===== src/rtl/approx_adder_pipe.sv =====
// Two-stage lower-part-OR approximate adder. The exact sum and the absolute error
// travel with each result, and saturating running accuracy statistics are kept.
module approx_adder_pipe #(
    parameter int unsigned WIDTH       = 8,
    parameter int unsigned APPROX_BITS = 4,
    parameter int unsigned CNT_W       = 16,
    parameter int unsigned ACC_W       = 24
) (
    input  logic             clk,
    input  logic             rst,
    input  logic             in_valid,
    output logic             in_ready,
    input  logic [WIDTH-1:0] a,
    input  logic [WIDTH-1:0] b,
    input  logic             mode_exact,
    output logic             out_valid,
    input  logic             out_ready,
    output logic [WIDTH:0]   sum,
    output logic [WIDTH:0]   sum_exact,
    output logic [WIDTH:0]   abs_err,
    input  logic             stat_clr,
    output logic [CNT_W-1:0] sample_cnt,
    output logic [CNT_W-1:0] err_cnt,
    output logic [WIDTH:0]   max_err,
    output logic [ACC_W-1:0] err_acc
);

    localparam int unsigned K = APPROX_BITS;

    logic             s1_valid_q;
    logic [WIDTH-1:0] a_q;
    logic [WIDTH-1:0] b_q;
    logic             mode_q;

    logic             s2_valid_q;
    logic [WIDTH:0]   sum_q;
    logic [WIDTH:0]   sum_exact_q;
    logic [WIDTH:0]   abs_err_q;

    logic             s2_adv;
    logic             in_fire;
    logic             out_fire;

    logic [WIDTH:0]   exact_c;
    logic [WIDTH:0]   approx_c;
    logic [WIDTH:0]   sel_c;
    logic [WIDTH:0]   err_c;

    logic [CNT_W-1:0] sample_cnt_q, sample_cnt_d;
    logic [CNT_W-1:0] err_cnt_q, err_cnt_d;
    logic [WIDTH:0]   max_err_q, max_err_d;
    logic [ACC_W-1:0] err_acc_q, err_acc_d;
    logic [ACC_W:0]   acc_sum;

    // in_ready is held low during reset so nothing is accepted in that cycle.
    assign s2_adv   = !s2_valid_q || out_ready;
    assign in_ready = !rst && (!s1_valid_q || s2_adv);
    assign in_fire  = in_valid && in_ready;
    assign out_fire = s2_valid_q && out_ready;

    assign exact_c = {1'b0, a_q} + {1'b0, b_q};

    if (K == 0) begin : g_exact_only
        assign approx_c = exact_c;
    end else begin : g_approx
        logic [K-1:0]     lo;
        logic             cin;
        logic [WIDTH-K:0] hi;

        assign lo       = a_q[K-1:0] | b_q[K-1:0];
        assign cin      = a_q[K-1] & b_q[K-1];
        assign hi       = {1'b0, a_q[WIDTH-1:K]} + {1'b0, b_q[WIDTH-1:K]} +
                          {{(WIDTH-K){1'b0}}, cin};
        assign approx_c = {hi, lo};
    end

    // Approximation can land above or below the exact sum.
    assign sel_c = mode_q ? exact_c : approx_c;
    assign err_c = (sel_c > exact_c) ? (sel_c - exact_c) : (exact_c - sel_c);

    always_ff @(posedge clk) begin
        if (rst) begin
            s1_valid_q  <= 1'b0;
            a_q         <= '0;
            b_q         <= '0;
            mode_q      <= 1'b0;
            s2_valid_q  <= 1'b0;
            sum_q       <= '0;
            sum_exact_q <= '0;
            abs_err_q   <= '0;
        end else begin
            if (in_fire) begin
                s1_valid_q <= 1'b1;
                a_q        <= a;
                b_q        <= b;
                mode_q     <= mode_exact;
            end else if (s1_valid_q && s2_adv) begin
                s1_valid_q <= 1'b0;
            end
            if (s2_adv) begin
                s2_valid_q <= s1_valid_q;
                if (s1_valid_q) begin
                    sum_q       <= sel_c;
                    sum_exact_q <= exact_c;
                    abs_err_q   <= err_c;
                end
            end
        end
    end

    assign acc_sum = {1'b0, err_acc_q} + (ACC_W + 1)'(abs_err_q);

    // Clear takes priority over a coincident output transfer.
    always_comb begin
        sample_cnt_d = sample_cnt_q;
        err_cnt_d    = err_cnt_q;
        max_err_d    = max_err_q;
        err_acc_d    = err_acc_q;
        if (stat_clr) begin
            sample_cnt_d = '0;
            err_cnt_d    = '0;
            max_err_d    = '0;
            err_acc_d    = '0;
        end else if (out_fire) begin
            if (!(&sample_cnt_q)) begin
                sample_cnt_d = sample_cnt_q + CNT_W'(1);
            end
            if ((abs_err_q != '0) && !(&err_cnt_q)) begin
                err_cnt_d = err_cnt_q + CNT_W'(1);
            end
            if (abs_err_q > max_err_q) begin
                max_err_d = abs_err_q;
            end
            err_acc_d = acc_sum[ACC_W] ? '1 : acc_sum[ACC_W-1:0];
        end
    end

    always_ff @(posedge clk) begin
        if (rst) begin
            sample_cnt_q <= '0;
            err_cnt_q    <= '0;
            max_err_q    <= '0;
            err_acc_q    <= '0;
        end else begin
            sample_cnt_q <= sample_cnt_d;
            err_cnt_q    <= err_cnt_d;
            max_err_q    <= max_err_d;
            err_acc_q    <= err_acc_d;
        end
    end

    assign out_valid  = s2_valid_q;
    assign sum        = sum_q;
    assign sum_exact  = sum_exact_q;
    assign abs_err    = abs_err_q;
    assign sample_cnt = sample_cnt_q;
    assign err_cnt    = err_cnt_q;
    assign max_err    = max_err_q;
    assign err_acc    = err_acc_q;

endmodule


===== config.mk =====
export PLATFORM = sky130hd
export DESIGN_NAME = approx_adder_pipe
export DESIGN_NICKNAME = d
export VERILOG_FILES = /design/src/rtl/approx_adder_pipe.sv
export SDC_FILE = /design/constraint.sdc
export NUM_CORES = 1
export LEC_CHECK = 0
export BUFFER_PORTS_ARGS = -buffer_cell sky130_fd_sc_hd__buf_2
export CORE_MARGIN = 3
export CORE_UTILIZATION = 40
export CTS_CLUSTER_SIZE = 25
export DETAILED_ROUTE_END_ITERATION = 8
export PLACE_DENSITY = 0.59
export SYNTH_ARGS = -nofsm -noshare
export SYNTH_HDL_FRONTEND = slang
export SYNTH_SLANG_ARGS = --single-unit

===== constraint.sdc =====
create_clock -name clk -period 5.3 [get_ports clk]
set_clock_uncertainty 0.15 [all_clocks]
set_input_delay 1.06 -clock clk [delete_from_list [all_inputs] [get_ports clk]]
set_output_delay 1.06 -clock clk [all_outputs]
set_load 0.02 [all_outputs]

==> impl_metrics.env <==
export IMPL_fin_crit_sh_pct=88.4
export IMPL_rr_startpoint="a_q[0]$_SDFFE_PP0P_"
export IMPL_place_inst=1074
export IMPL_drt_iter0_drc=286
export IMPL_cts_sinks=111
export IMPL_clkTransAtPathRegs_ps=80
export IMPL_path_class="reg2reg"
export IMPL_fin_cells=1089
export IMPL_drt_wl_total_um=16100
export IMPL_yosysTopAreaCell="dfxtp_1"
export IMPL_pwr_share_clk_pct=30.5
export IMPL_tritoncts="yes"
export IMPL_hold_violations=0
export IMPL_crit_start="a_q[0]$_SDFFE_PP0P_"
export IMPL_power_switching_w=0.000766
export IMPL_num_fill_cells=1611
export IMPL_fp_dieW_um=133
export IMPL_port_buffers=115
export IMPL_grt_setup_unrepaired="false"
export IMPL_status="completed"
export IMPL_p_sw_share_pct=33.5
export IMPL_grt_pass1_wl_um=27100
export IMPL_setup_viol=0
export IMPL_synth_fp_nets=849
export IMPL_htree_levels=3
export IMPL_core_area_um2=15400
export IMPL_synth_edf_count=0
export IMPL_die_area_um2=17600
export IMPL_startpoint_type="flip-flop"
export IMPL_cts_buffer_depth=2
export IMPL_p_leak_nw=3.22
export IMPL_synth_top_cell_area_share_pct=34.6
export IMPL_ant_nets=0
export IMPL_worst_ep_arrival_time_ps=4790
export IMPL_critPathCaptureType="flip-flop"
export IMPL_async_flop_share_pct=0
export IMPL_pre_cts_ws_ps=637
export IMPL_yosysUniqueCellTypes=63
export IMPL_slew_headroom_pct=27.1
export IMPL_synthesis_instances=772
export IMPL_clock_latency_ps=360
export IMPL_max_cap_violations=0
export IMPL_vias=5669
export IMPL_synth_avg_cell_area_um2=8.32
export IMPL_rows=45
export IMPL_grt_pass1_vias=5297
export IMPL_cts_setup_buffers=0
export IMPL_syn2layout_area_growth_pct=16.3
export IMPL_first_pass_iters=5
export IMPL_clock_root_buffer="clkbuf_16"
export IMPL_fmax_ghz=0.213
export IMPL_cts_resized=0
export IMPL_yosysSeqAreaShare_pct=34.6
export IMPL_drt_wirelength_per_cell_um=14.8
export IMPL_drive_above_1_share_pct=17.3
export IMPL_grtUsageTotal_pct=18.5
export IMPL_io_pins=116
export IMPL_ys_warn_count=0
export IMPL_synth_seq_cells=111
export IMPL_p_seq_share_pct=39.8
export IMPL_post_dp_hpwl_um=12100
export IMPL_p_per_area_nw_per_um2=306
export IMPL_cp_max_fo=10
export IMPL_grt_overflow=0
export IMPL_grt_antenna_before_repair=0
export IMPL_diodes=0
export IMPL_worst_pin_slew_ps=1090
export IMPL_drcViolationCount=0
export IMPL_fin_ws_ps=613
export IMPL_viasPerCell=5.21
export IMPL_p_int_w=0.00152
export IMPL_nNetsFinal=951
export IMPL_initial_core_util_pct=41.6
export IMPL_worstHoldStart="sum_exact[2]$_SDFFE_PP0P_"
export IMPL_die_h_um=133
export IMPL_ir_drop_v=0.000152
export IMPL_p_comb_share_pct=29.6
export IMPL_slew_viol_final=0
export IMPL_hold_path_class="reg2reg"
export IMPL_place_congestion=0.844
export IMPL_grt_max_degree=57
export IMPL_cts_inserted_buffers=9
export IMPL_finalSetupTns_ps=0
export IMPL_layout_min_cycle_time_ps=4690
export IMPL_ys_flop_type="dfxtp_1"
export IMPL_netlist_area_um2=6420
export IMPL_hold_buffers=0
export IMPL_required_ps=5410
export IMPL_synth_area_leaders="dfxtp_1 (35%), ha_1 (9.5%), a21oi_1 (5.1%)"
[power by group through the flow]
stage                     clock network [W]  logic, W  registers (W)
after floorplan                           0  0.000512       0.000941
after global placement                    0  0.000675       0.000931
after detailed placement                  0  0.000675       0.000930
after CTS                          0.000722  0.000678       0.000910
after global routing               0.000749  0.000761       0.000916
final                              0.000697  0.000677       0.000909
[layout by cell type, fill, tap and decap left out, types with 3 or more instances in the layout]
master / synthesis / routed
mux2i_1: 10 / 10
a21oi_1: 66 / 66
fa_1: 6 / 6
o21a_1: 7 / 7
a311oi_1: 8 / 8
o2111ai_1: 4 / 4
inv_1: 61 / 61
xor2_1: 18 / 18
and3_1: 7 / 7
nand3b_1: 10 / 10
a31oi_1: 7 / 7
o21ai_1: 11 / 11
o211ai_1: 4 / 4
nor2_1: 64 / 64
dfxtp_1: 111 / 111
nand2_1: 84 / 84
a21o_1: 8 / 8
a211oi_1: 14 / 14
nand4_1: 10 / 10
ha_1: 49 / 49
buf_4: 0 / 5
and2_1: 8 / 8
a221oi_1: 3 / 3
or2_2: 3 / 3
buf_2: 4 / 115
o21ai_0: 34 / 34
and4_1: 8 / 8
nor3_1: 11 / 11
xnor2_1: 24 / 24
clkbuf_16: 0 / 9
nand2b_1: 8 / 8
nor2b_1: 13 / 12
nand3_1: 22 / 22
o31ai_1: 10 / 10
or3_1: 9 / 9
[synth_stat cells (9+ instances only)]
master and count:
dfxtp_1 111, nand2_1 84, a21oi_1 66, nor2_1 64, inv_1 61, ha_1 49, o21ai_0 34, xnor2_1 24
clkbuf_1 22, nand3_1 22, xor2_1 18, a211oi_1 14, nor2b_1 13, nor3_1 11, o21ai_1 11, mux2i_1 10
nand3b_1 10, nand4_1 10, o31ai_1 10, or3_1 9
[per-layer routing]
layer,vias to the layer above,part of all wire [%],GRT usage (%)
li1,2910,-,-
met1,2620,49,26.1
met2,126,45,29.2
met3,13,5.3,4.68
met4,0,0.77,3.41
met5,-,0,0
[final timing paths]
kind                                to  slack [ps]  depth (start not counted)
max            abs_err[6]$_SDFFE_PP0P_         610                         20
min reg2reg  sum_exact[2]$_SDFFE_PP0P_         310                          2
max reg2reg    abs_err[6]$_SDFFE_PP0P_         610                         20
min          sum_exact[2]$_SDFFE_PP0P_         310                          2
[worst max-delay path, stage by stage, from the launching register on]
cell and delay, ps:
dfxtp_1 340, ha_1 200, inv_1 70, fa_1 400, nor2b_1 130, o21ai_1 80, a21boi_1 200, o21ai_1 80
nand2b_1 140, mux2_2 190, xnor2_1 160, inv_1 80, ha_1 370, nand4_1 170, o32a_1 430, o21ai_0 150
nand2b_1 490, mux2_4 350, o211ai_2 90, nor4_2 50, a211o_1 270
[flip-flops by register name (all words and copies together) (netlist names), 8 cells and up]
signal      cells
sample_cnt     16
sum             9
b_q             8
err_acc        24
a_q             8
max_err         9
abs_err         9
err_cnt        16
sum_exact       9
[final cells by class]
class / instances / area, um2 / area share, %
inverter: 61 / 229 / 3.07
multi-input combinational: 571 / 3840 / 51.5
tap: 211 / 264 / 3.54
timing repair buffer: 120 / 613 / 8.21
clock buffer: 9 / 225 / 3.02
clock inverter: 6 / 68.8 / 0.922
sequential: 111 / 2220 / 29.8
[through the flow]
stage	total power, W	hold WS (ps)	util (%)	cell area [um2]
after floorplan	0.00145	304	-	6420
after global placement	0.00161	293	46.5	7170
after detailed placement	0.00160	297	46.5	7170
after CTS	0.00231	308	48.4	7460
after global routing	0.00243	336	48.4	7460
final	0.00228	305	48.4	7460
[cells by family (layout without fill, tap and decap cells)]
group / after synthesis / count (layout) / synth area share (%)
simple gates: 265 / 265 / 20.4
mux: 12 / 12 / 1.97
compound gates: 197 / 197 / 20.2
fa+ha+maj: 55 / 55 / 11.4
xor+xnor: 42 / 42 / 5.73
flops: 111 / 111 / 34.6
buf+inv: 90 / 196 / 5.57
(Power assumes the default switching activity.)
